--- src/rtl/aes_pkg.sv ---
// Shared AES definitions: round-sequencer state encoding, AES-128 constants and the GF(2^8) xtime helper.
package aes_pkg;

    typedef enum logic [1:0] {IDLE, INIT, ROUND, DONE} round_state_t;

    localparam int unsigned AES128_NR = 10;
    localparam logic [7:0]  RCON_INIT = 8'h01;

    // Multiply by x in GF(2^8) modulo x^8+x^4+x^3+x+1
    function automatic logic [7:0] xtime(input logic [7:0] r);
        return {r[6:0], 1'b0} ^ (r[7] ? 8'h1B : 8'h00);
    endfunction

endpackage

--- src/rtl/aes_rcon_gen.sv ---
// Rcon byte register: synchronous clear to RCON_INIT, advance by xtime when enabled.
module aes_rcon_gen
    import aes_pkg::*;
(
    input  logic       clk,
    input  logic       clear_i,
    input  logic       adv_i,
    output logic [7:0] rcon_o
);

    logic [7:0] rcon_q;
    logic [7:0] rcon_d;

    always_comb begin
        rcon_d = rcon_q;
        if (clear_i) begin
            rcon_d = RCON_INIT;
        end else if (adv_i) begin
            rcon_d = xtime(rcon_q);
        end
    end

    always_ff @(posedge clk) begin
        rcon_q <= rcon_d;
    end

    assign rcon_o = rcon_q;

endmodule

--- src/rtl/aes_round_ctrl.sv ---
// AES-128 encrypt round sequencer: IDLE -> INIT -> ROUND(1..NR, CPR cycles each) -> DONE.
// Optional abort input/aborted pulse when AES_ROUND_ABORT_EN is defined.
module aes_round_ctrl
    import aes_pkg::*;
#(
    parameter int unsigned NR  = AES128_NR,
    parameter int unsigned CPR = 1
) (
    input  logic       clk,
    input  logic       reset,
    input  logic       start,
`ifdef AES_ROUND_ABORT_EN
    input  logic       abort,
    output logic       aborted,
`endif
    output logic       ready,
    output logic       busy,
    output logic       done,
    output logic       load_state,
    output logic       round_en,
    output logic       key_step,
    output logic [3:0] round,
    output logic       last_rnd,
    output logic [7:0] rcon
);

    localparam int unsigned RW = 4;
    localparam logic [RW-1:0] NR_W      = RW'(NR);
    localparam logic [RW-1:0] SUB_LAST  = RW'(CPR - 1);
    localparam logic          CPR_ONE   = 1'(CPR == 1);
    localparam logic          NR_ONE    = 1'(NR == 1);

    round_state_t  state_q;
    logic [RW-1:0] round_q;
    logic [RW-1:0] sub_q;
    logic          ready_q;
    logic          busy_q;
    logic          done_q;
    logic          load_q;
    logic          round_en_q;
    logic          last_q;

    logic          last_sub;
    logic          abort_hit;
    logic          rcon_clr;
    logic          rcon_adv;

    assign last_sub = (sub_q == SUB_LAST);

`ifdef AES_ROUND_ABORT_EN
    logic aborted_q;

    // Abort only acts in INIT/ROUND; a DONE cycle always completes
    assign abort_hit = abort && ((state_q == INIT) || (state_q == ROUND));

    always_ff @(posedge clk) begin
        if (reset) begin
            aborted_q <= 1'b0;
        end else begin
            aborted_q <= abort_hit;
        end
    end

    assign aborted = aborted_q;
`else
    assign abort_hit = 1'b0;
`endif

    always_ff @(posedge clk) begin
        if (reset || abort_hit) begin
            state_q    <= IDLE;
            round_q    <= '0;
            sub_q      <= '0;
            ready_q    <= 1'b1;
            busy_q     <= 1'b0;
            done_q     <= 1'b0;
            load_q     <= 1'b0;
            round_en_q <= 1'b0;
            last_q     <= 1'b0;
        end else begin
            done_q     <= 1'b0;
            load_q     <= 1'b0;
            round_en_q <= 1'b0;
            unique case (state_q)
                IDLE: begin
                    if (start) begin
                        state_q <= INIT;
                        ready_q <= 1'b0;
                        busy_q  <= 1'b1;
                        load_q  <= 1'b1;
                    end
                end
                INIT: begin
                    state_q    <= ROUND;
                    round_q    <= RW'(1);
                    sub_q      <= '0;
                    round_en_q <= CPR_ONE;
                    last_q     <= NR_ONE;
                end
                ROUND: begin
                    if (last_sub) begin
                        if (round_q < NR_W) begin
                            round_q    <= round_q + RW'(1);
                            sub_q      <= '0;
                            round_en_q <= CPR_ONE;
                            last_q     <= ((round_q + RW'(1)) == NR_W);
                        end else begin
                            state_q <= DONE;
                            done_q  <= 1'b1;
                            last_q  <= 1'b0;
                        end
                    end else begin
                        sub_q      <= sub_q + RW'(1);
                        round_en_q <= ((sub_q + RW'(1)) == SUB_LAST);
                    end
                end
                DONE: begin
                    state_q <= IDLE;
                    round_q <= '0;
                    sub_q   <= '0;
                    ready_q <= 1'b1;
                    busy_q  <= 1'b0;
                end
                default: begin
                    state_q <= IDLE;
                    ready_q <= 1'b1;
                    busy_q  <= 1'b0;
                end
            endcase
        end
    end

    // Rcon restarts at 01 for round 1 and after every block; steps only between rounds
    assign rcon_clr = reset || abort_hit || (state_q == INIT) || (state_q == DONE);
    assign rcon_adv = (state_q == ROUND) && last_sub && (round_q < NR_W);

    aes_rcon_gen u_rcon (
        .clk     (clk),
        .clear_i (rcon_clr),
        .adv_i   (rcon_adv),
        .rcon_o  (rcon)
    );

    assign ready      = ready_q;
    assign busy       = busy_q;
    assign done       = done_q;
    assign load_state = load_q;
    assign round_en   = round_en_q;
    assign key_step   = round_en_q;
    assign round      = round_q;
    assign last_rnd   = last_q;

endmodule

--- config.mk ---
export PLATFORM = sky130hd
export DESIGN_NAME = aes_round_ctrl
export DESIGN_NICKNAME = d
export VERILOG_FILES = /design/src/rtl/aes_pkg.sv /design/src/rtl/aes_rcon_gen.sv /design/src/rtl/aes_round_ctrl.sv
export SDC_FILE = /design/constraint.sdc
export NUM_CORES = 1
export LEC_CHECK = 0
export CORE_MARGIN = 2
export CORE_UTILIZATION = 51
export CTS_BUF_LIST = sky130_fd_sc_hd__clkbuf_16
export DETAILED_ROUTE_END_ITERATION = 10
export PLACE_DENSITY = 0.82
export SLEW_MARGIN = 20
export SYNTH_ARGS = -nofsm -noshare
export SYNTH_HDL_FRONTEND = slang
export SYNTH_SLANG_ARGS = --single-unit
export TNS_END_PERCENT = 10
--- constraint.sdc ---
create_clock -name clk -period 2.2 [get_ports clk]
set_clock_uncertainty 0.15 [all_clocks]
set_input_delay 0.44 -clock clk [delete_from_list [all_inputs] [get_ports clk]]
set_output_delay 0.44 -clock clk [all_outputs]
set_load 0.01 [all_outputs]
* Word level (Yosys, flattened, before mapping)
Index checks and enable logic that the tools add are counted.
** Operators by class
- $lt $le $gt $ge :: 1
- Equality and inequality tests :: 9
- Reductions and logical operators :: 19
- Bitwise logic cells :: 4
- Muxes and demuxes :: 23
- Add/sub/neg operators :: 2
** Operators by type and width (number)
- 2-to-1 mux 4 bit :: 4
- case mux 4 bit (3 select lines) :: 1
- adder 4 x 1 -> 4 bit (second input constant) :: 2
- logical NOT 4 bit :: 2
- 2-to-1 mux 1 bit :: 8
- case mux 1 bit (2 select lines) :: 4
- case mux 2 bit (4 select lines) :: 1
- case mux 4 bit (2 select lines) :: 1
- XOR 8 bit :: 1
- 2-to-1 mux 2 bit :: 3
- != test 2 bit (second input constant) :: 3
- AND reduction 2 bit :: 3
- AND reduction 3 bit :: 2
- nonzero test 2 bit :: 3
- 2-to-1 mux 5 bit :: 1
- == test 2 bit (second input constant) :: 2
- == test 4 bit (second input constant) :: 1
- < comparator 4 bit (second input constant) :: 1
- OR reduction 2 bit :: 2
- != test 3 x 2 -> 1 bit (second input constant) :: 1
- NOT 1 bit :: 3
- nonzero test 3 bit :: 1
- OR reduction 3 bit :: 1
- == test 2 x 1 -> 1 bit (second input constant) :: 1
- other kinds (4) :: 6
** Word-level totals
- Logic and storage cells :: 68
- Register bits :: 24
- Bits of input ports :: 3
- Output and inout port bits :: 19

* Longest topological paths before layout
- Depth in word-level cells :: 5
- Depth in mapped cells :: 7
- Mapped depth without buffers :: 6

* Cells and area by module
From an unflattened synthesis, not the netlist that was laid out.
** Second synthesis, totals
- Cell total of the unflattened synthesis :: 131
- Area total of the unflattened synthesis :: 1214.9 µm²
** Modules (own cells, without submodules)
- aes_round_ctrl :: times used 1, sequential area each 320.3 µm², cells an instance 101, area an instance 898.4 µm²
- aes_rcon_gen :: times used 1, sequential area each 160.2 µm², cells an instance 30, area an instance 316.6 µm²

* Worst setup path after synthesis
No wires, ideal clock.
- Kind :: register to register
- Start point :: reg state_q[1]
- End point :: reg sub_q[3]
- Buffers on the path :: 0
- Period minus slack after synthesis :: 1863 ps
- Setup time :: 70 ps
- Stages on the path, launching flop included :: 6
- Arrival :: 1643 ps
- Setup slack :: 337 ps
- Data required time :: 1980 ps
- Cell sequence :: dfxtp_1 > inv_1 > ha_1 > or3_1 > or4b_1 > a21oi_1
** On the way
- Longest elaborated chain between the ends :: 4
- Elaborated cells on any way between the ends :: 8
- Classes of those cells :: eq/ne (4); mux (1); reduce/logical (3)
** Ends and longest elaborated chain
- start: declaration :: RTL line aes_round_ctrl.sv:33 : round_state_t state_q;
- start signal: assignment :: RTL line aes_round_ctrl.sv:71 : state_q <= IDLE;
- start signal: assignment :: RTL line aes_round_ctrl.sv:87 : state_q <= INIT;
- start signal: assignment :: RTL line aes_round_ctrl.sv:94 : state_q <= ROUND;
- == test 2 x 1 -> 1 bit / == test 2 bit (equally long branches) :: RTL line aes_round_ctrl.sv:84 : unique case (state_q)
- OR reduction 2 bit (no source line)
- nonzero test 2 bit (no source line)
- AND reduction 2 bit (no source line)
- end signal: assignment :: RTL line aes_round_ctrl.sv:113 : sub_q <= sub_q + RW'(1);
- end: declaration :: RTL line aes_round_ctrl.sv:35 : logic [RW-1:0] sub_q;
Several ways; a longest one is shown, not always the timed one.
A chain may end at the register's enable or synchronous reset.

* Worst setup path in the final report
Same ends and word-level chain as after synthesis.

==> out/qor.yml <==
status: "completed"
wl_mm: 2.75
dp_slack_ns: 0.190
rr_startpoint: "state_q[1]"
synth_xor_area_share_pct: 3.51
final_antenna_net_count: 0
synth_cell_types: 38
syn_area_mm2: 0.00125
worst_slew_pin_slew_ns: 0.501
slew_headroom_pct: 66.2
hold_viol_final: 0
synth_nets: 149
setup_viol: 0
synth_compound_area_share_pct: 14.3
max_freq_ghz: 0.467
nFillCells: 175
core_area_mm2: 0.00225
rows: 17
grt_setup_unrepaired: "no"
grt_first_pass_wirelength_mm: 4.73
drtIter0Drc: 17
htree_levels: 1
synthMuxAreaShare_pct: 5.72
grt_pass1_vias: 1024
first_pass_iters: 4
async_reset_ff_share_pct: 0
antenna_found_initial: 0
final_cells: 187
dp_cells: 183
holdCritStartpoint: "ready"
leakage_nw: 0.588
viasPerCell: 5.71
synth_flop_cell: "dfxtp_1"
drc: 0
hold_depth: 2
io_pins: 22
reg2reg_depth: 5
num_antenna_cells: 0
post_cts_resized: 0
syn2layout_area_growth_pct: 27.6
ys_warn_count: 0
numCtsBuffers: 3
setup_tns_ns: 0
seq_area_frac_synth_pct: 38.6
r2r_end: "sub_q[3]"
synth_edf_count: 0
hold_buffers: 0
maxCapViolCount: 0
dpl-instance-area_mm2: 0.00149
cts_root_buf: "clkbuf_16"
synth_seq_cells: 24
die_x_um: 53.4
vias: 1068
worstSetupPathType: "flip-flop to flip-flop"
worstPathArrival_ns: 2.17
cts_buffer_depth: 2
synth.avg_cell_area_um2: 9.16
fin_area_mm2: 0.00159
cts_tree: "yes"
io_buffers: 21
drive_above_1_share_pct: 7.55
setup_ws_ns: 0.0564
hold_end: "ready"
timing.final.crit_share_pct: 97.4
grt_max_degree: 15
syn_inst: 136
start_util_pct: 55.3
slew_viol_final: 0
grt_overflow_total: 0
worstSkewPairLatency_ns: 0.26
powerDensity_mw_per_mm2: 996
nNetsFinal: 173
place_hpwl_mm: 1.93
startpoint_type: "flip-flop"
wire_per_inst_um: 14.7
die_h_um: 53.4
numClockSinks: 24
worstSetupEndpointType: "flip-flop"
synthAdderAreaFrac_pct: 10.0
period_needed_ns: 2.14
synthSimpleGateAreaFrac_pct: 21.6
finalCoreUtilization_pct: 70.5
hold_path_class: "flip-flop to flip-flop"
grt_usage_pct: 23.3
clk_pin_slew_worst_paths_ns: 0.06
die_area_mm2: 0.00285
rrSetupSlack_ns: 0.06
synth_top_family_by_area: "simple AND/OR/NAND/NOR gates"
path_max_fanout: 8
gp_congestion: 0.818
cp.required_ns: 2.22
cts_setup_buffers: 0
ir_worst_vdd_mv: 0.610
synthesized netlist by cell type (3+ instances only):
library cell  number  area share [%]
nor3_1             4             1.6
nand2_1            7             2.1
inv_1              6             1.8
o31ai_1            3             1.8
nand2b_1           3             1.5
nor2_1            18             5.4
buf_6              3             2.7
xnor2_1            4             2.8
a21oi_1            7             2.8
o21bai_1           3             1.8
a211oi_1           3             1.8
ha_1              10              10
dfxtp_1           24              39
nand3_1            3             1.2
o21ai_0            4             1.6
mux2i_1            6             4.8
flip-flops by register name, summed over array words and instances (netlist names):
| register | count |
|---|---|
| busy | 1 |
| done | 1 |
| key_step | 1 |
| last_rnd | 1 |
| load_state | 1 |
| ready | 1 |
| round | 4 |
| state_q | 2 |
| sub_q | 4 |
| u_rcon.rcon_o | 8 |
cell families after synthesis:
group,Yosys count
compound gates,27
mux,7
buf+inv,13
simple gates,50
fa+ha+maj,10
xor+xnor,5
flops,24
per-layer routing:
metal / global-route usage, % / vias up / routed length (um)
met4: 13.2 / 0 / 89
li1: - / 526 / -
met1: 28.2 / 489 / 1170
met5: 0 / - / 0
met3: 5.93 / 11 / 176
met2: 37.0 / 42 / 1320
worst max-delay path by stage:
| stage | cells after the start | to | start | slack, ns |
|---|---|---|---|---|
| after floorplan | 5 | sub_q[3] | state_q[1] | 0.34 |
| after global placement | 5 | sub_q[3] | state_q[1] | 0.29 |
| after detailed placement | 5 | sub_q[3] | state_q[1] | 0.19 |
| after CTS | 5 | sub_q[3] | state_q[1] | 0.09 |
| after global routing | 5 | sub_q[3] | state_q[1] | 0.01 |
| final | 5 | sub_q[3] | state_q[1] | 0.06 |
layout make-up:
class | instances | area (um2) | share of cell area, %
Sequential cell | 24 | 480 | 30.2
Tap cell | 28 | 35.0 | 2.20
Timing Repair Buffer | 26 | 260 | 16.4
Clock buffer | 3 | 75.1 | 4.72
Inverter | 6 | 22.5 | 1.42
Clock inverter | 1 | 30.0 | 1.89
Multi-Input combinational cell | 99 | 687 | 43.2
per-stage QoR:
step / hold WS [ns] / power [W]
4_1_cts: 0.372 / 0.00159
2_1_floorplan: 0.331 / 0.000874
6_report: 0.365 / 0.00158
5_1_grt: 0.389 / 0.00167
3_5_place_dp: 0.355 / 0.00106
3_3_place_gp: 0.331 / 0.00104
critical path, stage by stage, from the launching register on:
cell and delay (ns):
dfxtp_1 0.37, inv_1 0.09, ha_1 0.28, or3_1 0.39, or4b_1 0.55, a21oi_1 0.22
report_power, final:
part           internal [W]  switching, W
logic              0.000245      0.000282
clock network      0.000362      0.000153
registers          0.000490     0.0000520
cells in the final DEF, fill, tap and decap left out, types with 2 or more instances in the layout:
cell,Yosys,final
nand2_1,7,7
a211oi_1,3,3
xnor2_1,4,4
o21a_1,2,2
dfxtp_1,24,24
clkdlybuf4s50_1,0,21
a21oi_1,7,7
o21bai_1,3,3
nand3_1,3,3
or3_1,2,2
nand3b_1,2,2
mux2i_1,6,6
nor3_1,4,4
ha_1,10,10
inv_1,6,6
buf_4,2,4
nor2_1,18,18
o21ai_0,4,4
nand2b_1,3,3
clkbuf_16,0,3
o31ai_1,3,3
nand4b_1,2,2
(Power assumes the default switching activity.)
